### src/rtl/lfsr_pkg.sv
// Shared LFSR definitions: default seed, maximal-length tap masks for widths 3..32,
// and the Fibonacci step function used as the common reference model.
package lfsr_pkg;

    localparam logic [7:0] LFSR_SEED_DEFAULT = 8'h8A;
    localparam int         LFSR_W_MIN        = 3;
    localparam int         LFSR_W_MAX        = 32;

    // Bit i of a mask feeds state[i] into the XOR; every entry is a maximal polynomial.
    function automatic logic [31:0] lfsr_default_taps(input int width);
        logic [31:0] taps;
        case (width)
            3:       taps = 32'h0000_0006;
            4:       taps = 32'h0000_000C;
            5:       taps = 32'h0000_0014;
            6:       taps = 32'h0000_0030;
            7:       taps = 32'h0000_0060;
            8:       taps = 32'h0000_00B8;
            9:       taps = 32'h0000_0110;
            10:      taps = 32'h0000_0240;
            11:      taps = 32'h0000_0500;
            12:      taps = 32'h0000_0829;
            13:      taps = 32'h0000_100D;
            14:      taps = 32'h0000_2015;
            15:      taps = 32'h0000_6000;
            16:      taps = 32'h0000_D008;
            17:      taps = 32'h0001_2000;
            18:      taps = 32'h0002_0400;
            19:      taps = 32'h0004_0023;
            20:      taps = 32'h0009_0000;
            21:      taps = 32'h0014_0000;
            22:      taps = 32'h0030_0000;
            23:      taps = 32'h0042_0000;
            24:      taps = 32'h00E1_0000;
            25:      taps = 32'h0120_0000;
            26:      taps = 32'h0200_0023;
            27:      taps = 32'h0400_0013;
            28:      taps = 32'h0900_0000;
            29:      taps = 32'h1400_0000;
            30:      taps = 32'h2000_0029;
            31:      taps = 32'h4800_0000;
            32:      taps = 32'h8020_0003;
            default: taps = 32'h0000_00B8;
        endcase
        return taps;
    endfunction

    // Operands are zero-extended to 32 bits; the caller keeps the low WIDTH bits.
    function automatic logic [31:0] lfsr_next(input logic [31:0] state, input logic [31:0] taps);
        return {state[30:0], ^(state & taps)};
    endfunction

endpackage

### src/rtl/lfsr_period_mon.sv
// Period monitor: counts accepted steps and flags the return to the start word.
// Built only when LFSR_PERIOD_CHK_EN is defined.
module lfsr_period_mon
    import lfsr_pkg::*;
#(
    parameter int               WIDTH = 8,
    parameter logic [WIDTH-1:0] SEED  = WIDTH'(LFSR_SEED_DEFAULT)
) (
    input  logic             clk,
    input  logic             reset,
    input  logic             accept_i,
    input  logic             load_i,
    input  logic [WIDTH-1:0] load_word_i,
    input  logic [WIDTH-1:0] next_i,
    output logic             period_done_o,
    output logic [WIDTH-1:0] period_len_o
);

    logic [WIDTH-1:0] start_q, start_d;
    logic [WIDTH-1:0] cnt_q, cnt_d;
    logic [WIDTH-1:0] len_q, len_d;
    logic             done_q, done_d;
    logic [WIDTH-1:0] cnt_inc;

    // Saturate rather than wrap so a runaway count never aliases a short period.
    assign cnt_inc = (&cnt_q) ? cnt_q : cnt_q + 1'b1;

    always_comb begin
        start_d = start_q;
        cnt_d   = cnt_q;
        len_d   = len_q;
        done_d  = 1'b0;
        if (load_i) begin
            start_d = load_word_i;
            cnt_d   = '0;
        end else if (accept_i) begin
            if (next_i == start_q) begin
                done_d = 1'b1;
                len_d  = cnt_inc;
                cnt_d  = '0;
            end else begin
                cnt_d  = cnt_inc;
            end
        end
    end

    always_ff @(posedge clk) begin
        if (reset) begin
            start_q <= SEED;
            cnt_q   <= '0;
            len_q   <= '0;
            done_q  <= 1'b0;
        end else begin
            start_q <= start_d;
            cnt_q   <= cnt_d;
            len_q   <= len_d;
            done_q  <= done_d;
        end
    end

    assign period_done_o = done_q;
    assign period_len_o  = len_q;

endmodule

### src/rtl/lfsr_stream.sv
// Fibonacci LFSR presented as a valid/ready stream, with runtime seed load and
// all-zero lock-up recovery. Optional period monitor under LFSR_PERIOD_CHK_EN.
module lfsr_stream
    import lfsr_pkg::*;
#(
    parameter int               WIDTH = 8,
    parameter logic [WIDTH-1:0] TAPS  = WIDTH'(lfsr_default_taps(WIDTH)),
    parameter logic [WIDTH-1:0] SEED  = WIDTH'(LFSR_SEED_DEFAULT)
) (
    input  logic             clk,
    input  logic             reset,
    input  logic             en,
    output logic [WIDTH-1:0] out_data,
    output logic             out_valid,
    input  logic             out_ready,
    input  logic             load_valid,
    input  logic [WIDTH-1:0] load_seed,
    output logic             lockup,
    output logic             period_done,
    output logic [WIDTH-1:0] period_len
);

    logic [WIDTH-1:0] state_q, state_d;
    logic             valid_q;
    logic             lockup_q, lockup_d;
    logic [WIDTH-1:0] next_word;
    logic [WIDTH-1:0] load_word;
    logic             accept;
    logic             zero_load;

    assign next_word = {state_q[WIDTH-2:0], ^(state_q & TAPS)};
    assign accept    = valid_q & out_ready & en;
    // An all-zero state would stick forever, so a zero load is replaced by SEED.
    assign zero_load = load_valid & (load_seed == '0);
    assign load_word = (load_seed == '0) ? SEED : load_seed;

    always_comb begin
        state_d  = state_q;
        lockup_d = 1'b0;
        if (load_valid) begin
            state_d  = load_word;
            lockup_d = zero_load;
        end else if (accept) begin
            state_d  = next_word;
        end
    end

    always_ff @(posedge clk) begin
        if (reset) begin
            state_q  <= SEED;
            valid_q  <= 1'b0;
            lockup_q <= 1'b0;
        end else begin
            state_q  <= state_d;
            valid_q  <= en;
            lockup_q <= lockup_d;
        end
    end

    assign out_data  = state_q;
    assign out_valid = valid_q;
    assign lockup    = lockup_q;

`ifdef LFSR_PERIOD_CHK_EN
    lfsr_period_mon #(
        .WIDTH (WIDTH),
        .SEED  (SEED)
    ) u_period_mon (
        .clk           (clk),
        .reset         (reset),
        .accept_i      (accept),
        .load_i        (load_valid),
        .load_word_i   (load_word),
        .next_i        (next_word),
        .period_done_o (period_done),
        .period_len_o  (period_len)
    );
`else
    assign period_done = 1'b0;
    assign period_len  = '0;
`endif

endmodule

### config.mk
export PLATFORM = sky130hd
export DESIGN_NAME = lfsr_stream
export DESIGN_NICKNAME = d
export VERILOG_FILES = /design/src/rtl/lfsr_pkg.sv /design/src/rtl/lfsr_period_mon.sv /design/src/rtl/lfsr_stream.sv
export SDC_FILE = /design/constraint.sdc
export NUM_CORES = 1
export LEC_CHECK = 0
export CAP_MARGIN = 20
export CORE_MARGIN = 5
export CORE_UTILIZATION = 36
export CTS_CLUSTER_SIZE = 14
export DETAILED_ROUTE_END_ITERATION = 10
export GPL_ROUTABILITY_DRIVEN = 0
export PLACE_DENSITY = 0.88
export SLEW_MARGIN = 20
export SYNTH_ARGS = -nofsm -noshare
export SYNTH_HDL_FRONTEND = slang
export SYNTH_HIERARCHICAL = 1
export SYNTH_SLANG_ARGS = --single-unit
### constraint.sdc
create_clock -name clk -period 1.3 [get_ports clk]
set_input_delay 0.26 -clock clk [delete_from_list [all_inputs] [get_ports clk]]
set_output_delay 0.26 -clock clk [all_outputs]
set_load 0.1 [all_outputs]
[After elaboration in Yosys (flattened, before gate mapping)]
Index checks and enable logic that the tools add are counted.
Word-level totals
  register bits after elaboration: 10
  input bits: 13
  output and inout bits: 19
Operators by class
  mux-type cells: 3
  bitwise operators: 4
  reductions and logical operators: 4
Operator list (count)
  $mux W8: 3
  $logic_not A8 Y1: 1
  $reduce_xor A8 Y1: 1
  $and A1 B1 Y1: 3
  $reduce_bool A2 Y1: 1
  $reduce_or A2 Y1: 1
  $not A1 Y1: 1

[Logic depth before layout (Yosys ltp)]
Gate-level depths: netlist of the first run.
  depth in word-level cells: 4
  mapped depth: 4
  depth with buffers taken out: 4

[Least setup slack after synthesis of the first run]
No wires, ideal clock.
  path kind: register -> register
  from: register valid_q (netlist: out_valid)
  to: register state_q[5] (netlist: out_data[5])
  library setup time: 0.127 ns
  arrival time: 1.745 ns
  path slack: -0.572 ns
  cell stages (with the launch flop): 5
  path buffers: 0
  period minus slack after synthesis: 1.872 ns
  cell sequence: dfxtp_1 > nand3_4 > mux2_1 > mux2i_1 > nor2_1
Between the ends
  longest elaborated chain between the ends: 3
Ends and longest elaborated chain
  start: declaration: line lfsr_stream.sv:24  | logic valid_q;
  start signal: assignment: line lfsr_stream.sv:55  | valid_q <= en;
  $and A1 B1 Y1 (2 in a row): line lfsr_stream.sv:32  | assign accept = valid_q & out_ready & en;
  $reduce_bool A2 Y1 (no source line)
  end signal: assignment: line lfsr_stream.sv:54  | state_q <= state_d;
  end: declaration: line lfsr_stream.sv:23  | logic [WIDTH-1:0] state_q, state_d;
Every way passes these cells.
A chain may end at the register's enable or synchronous reset.

[Final worst setup path of the first run]
  from: input load_seed[3]
  to: register state_q[1] (netlist: out_data[1])
Between the ends
  longest elaborated chain between the ends: 3
Ends and longest elaborated chain
  start: declaration: line lfsr_stream.sv:17  | input logic [WIDTH-1:0] load_seed,
  $logic_not A8 Y1: line lfsr_stream.sv:35  | assign load_word = (load_seed == '0) ? SEED : load_seed;
  $mux W8: line lfsr_stream.sv:35
  $mux W8: line lfsr_stream.sv:40  | if (load_valid) begin
Every way passes these cells.

==> results.py, run 1 <==
metrics = {
    "run_status": {
        "status": "complete, no violations",
    },
    "die": {
        "dieHeight_um": 49.9,
        "io_pins": 32,
        "die_area_um2": 2490,
        "initial_core_util_pct": 38.0,
        "die_w_um": 49.9,
        "rows": 14,
        "core-area_um2": 1510,
    },
    "sta": {
        "max_freq_ghz": 0.808,
        "rsz0062_at_grt": "false",
        "finalSetupViolations": 0,
        "fin_setup_tns_ps": 0,
        "period_minus_slack_ps": 1240,
        "hold_violations": 0,
        "timing.final.max_slew_violations": 0,
        "period_share_pct": 95.2,
        "timing.hold.ws_ps": 462,
        "skew_ps": 7.70,
    },
    "global_route": {
        "grt_pass1_wl_um": 2320,
        "antenna_found_initial": 0,
        "track_usage_pct": 12.7,
        "grt_pass1_vias": 516,
        "overflow": 0,
        "grt_max_degree": 7,
    },
    "clocking": {
        "cts_buffers": 3,
        "ctsLongestPathBuffers": 2,
        "numClockSinks": 10,
        "clk_latency_ps": 280,
        "root_buffer": "clkbuf_4",
        "cts.clk_slew.worst_paths_ps": 70,
        "cts_tree": "yes",
        "htreeDepth": 1,
        "cts_setup_buffers": 0,
    },
    "setup_path": {
        "worst_path_dominant_cell_family": "simple AND/OR/NAND/NOR gates",
        "cpPeakStageDelay_ps": 450,
        "path_cells": "clkdlybuf4s50_1 -> nor4_2 -> nand3_1 -> o21ai_0 -> a21o_1",
        "worstReg2RegStart": "out_valid$_SDFF_PP0_",
        "crit_arrival_ps": 1460,
        "path_max_fanout": 2,
        "crit_required_ps": 1520,
        "cp.buffers_inverters": 1,
        "rr_worst_depth": 4,
        "r2r-end": "out_data[7]$_SDFFE_PP1P_",
        "cp-end-kind": "register",
        "cp-start-kind": "primary input",
        "critPathSlowestCell": "clkdlybuf4s50_1",
        "worstSetupPathType": "primary input to register",
        "rrSetupSlack_ps": 160,
    },
    "final_layout": {
        "final_common_cell": "buf_12",
        "drive_gt1_share_pct": 37.4,
        "layout_common_cells": "buf_12 (11), clkdlybuf4s50_1 (10), conb_1 (9)",
        "area.growth.synth_to_final_pct": 72.0,
        "antennaDiodeCount": 0,
        "final_cells": 107,
        "layout.nets": 105,
    },
    "power": {
        "p_seq_share_pct": 32.2,
        "p_leak_nw": 0.426,
        "intPower_mw": 0.652,
        "pwr-share-comb_pct": 41.5,
        "peakVddDrop_mv": 0.657,
        "powerDensity_nw_per_um2": 1120,
        "p_clk_share_pct": 26.3,
        "p_sw_share_pct": 40.8,
        "p_sw_mw": 0.450,
    },
    "drt": {
        "routedWlPerCell_um": 12.8,
        "firstDrtPassIters": 4,
        "wl_um": 1370,
        "viasPerCell": 4.80,
        "postRouteAntennaNets": 0,
        "drc": 0,
        "via_count": 514,
        "drtIter0Drc": 3,
    },
    "job": {
        "drv_cap": 0,
    },
    "worst_hold_path": {
        "min_path_type": "primary input to register",
        "min_from": "en",
        "holdPathStages": 2,
        "min_to": "out_valid$_SDFF_PP0_",
    },
    "place": {
        "post-place-cells": 102,
        "placement.io_buffers": 22,
        "place_hpwl_um": 1100,
    },
    "synthesis": {
        "postSynthAreaPerCell_um2": 9.22,
        "syn_inst": 62,
        "yosys_warnings": 6,
        "ys_ff_latch": 10,
        "synth.cell_area_um2": 572,
        "ys_seq_area_share_pct": 35.0,
        "ys_types": 20,
    },
}
==> flip-flops by register name (all words and copies together), names as in the netlist <==
register   count
lockup         1
out_valid      1
out_data       8
==> per-layer routing <==
metal	wire [um]	GRT usage, %	part of all wire, %	vias to the layer above
met5	0	0	0	-
met4	38	9.17	2.8	0
met3	159	6.63	12	4
met2	670	18.9	49	29
met1	507	13.6	37	225
li1	-	-	-	256
==> worst reg2reg max path: stages (launching register included) <==
cell and delay [ps]:
dfxtp_4 390, nand3_4 130, mux2_4 320, mux2i_1 120
nand2_1 60
==> how the worst max path moves through the flow <==
stage | from | end | slack [ps] | cells past startpoint
global route | load_seed[3] | out_data[1]$_SDFFE_PP1P_ | 10 | 5
floorplan | out_valid$_SDFF_PP0_ | out_data[5]$_SDFFE_PP0P_ | -30 | 4
finish | load_seed[3] | out_data[1]$_SDFFE_PP1P_ | 60 | 5
global placement | en | out_data[3]$_SDFFE_PP1P_ | -300 | 5
CTS | load_seed[3] | out_data[1]$_SDFFE_PP1P_ | 80 | 5
detailed placement | en | out_data[7]$_SDFFE_PP1P_ | -310 | 5
==> Yosys cell counts, drive strengths merged <==
master / n / area share [%]
a21o: 1 / 1.3
a31oi: 2 / 2.2
buf: 10 / 13
clkbuf: 1 / 0.66
conb: 1 / 0.66
dfxtp: 10 / 35
mux2: 6 / 13
mux2i: 5 / 8.8
nand2: 4 / 2.6
nand3: 2 / 3.9
nor2: 6 / 3.9
nor2b: 3 / 3.3
nor3: 4 / 3.5
nor4: 1 / 1.1
o21ai: 3 / 2.6
xnor2: 2 / 3.1
xor2: 1 / 1.5
==> power by group through the flow <==
stage | clock network, mW | logic (mW) | registers, mW
after detailed placement | 0 | 0.456 | 0.361
after global placement | 0 | 0.452 | 0.361
after global routing | 0.330 | 0.474 | 0.358
after CTS | 0.309 | 0.458 | 0.355
final | 0.290 | 0.457 | 0.355
after floorplan | 0 | 0.204 | 0.481
==> what timing repair did <==
action,in CTS,in global routing
hold buffers,0,0
gates resized for setup,3,0
setup endpoints to repair,4,0
==> layout make-up <==
type / count / area (um2)
fillers: 121 / 523
clock buffers: 4 / 36.3
well taps: 16 / 20.0
multi-input cells: 50 / 345
flip-flops and latches: 10 / 214
repair buffers: 27 / 368
==> cell families after synthesis <==
group / after synthesis / synth area share (%)
flops: 10 / 35.0
compound gates: 6 / 6.13
other cells: 1 / 0.656
simple gates: 20 / 18.4
buf+inv: 11 / 13.3
mux: 11 / 21.9
xor+xnor: 3 / 4.60
==> stage by stage <==
step	utilization (%)	total power, mW	setup slack [ps]	area [um2]
after CTS	65.3	1.12	76.6	983
after detailed placement	62.0	0.817	-308	933
after global placement	62.0	0.813	-298	933
final	65.3	1.10	61.9	983
after global routing	65.3	1.16	11.6	983
after floorplan	-	0.685	-26.4	619
No activity file was read; power rests on OpenSTA's default activity.
==> run 2: changes to the inputs <==
--- a/config.mk
+++ b/config.mk
@@ -11,6 +11,7 @@
 export CTS_CLUSTER_SIZE = 14
 export DETAILED_ROUTE_END_ITERATION = 10
 export GPL_ROUTABILITY_DRIVEN = 0
+export GPL_TIMING_DRIVEN = 1
 export PLACE_DENSITY = 0.88
 export SLEW_MARGIN = 20
 export SYNTH_ARGS = -nofsm -noshare
==> results of run 2 <==
Same layout as run 1: the final DEF is identical, and so are final timing and power.
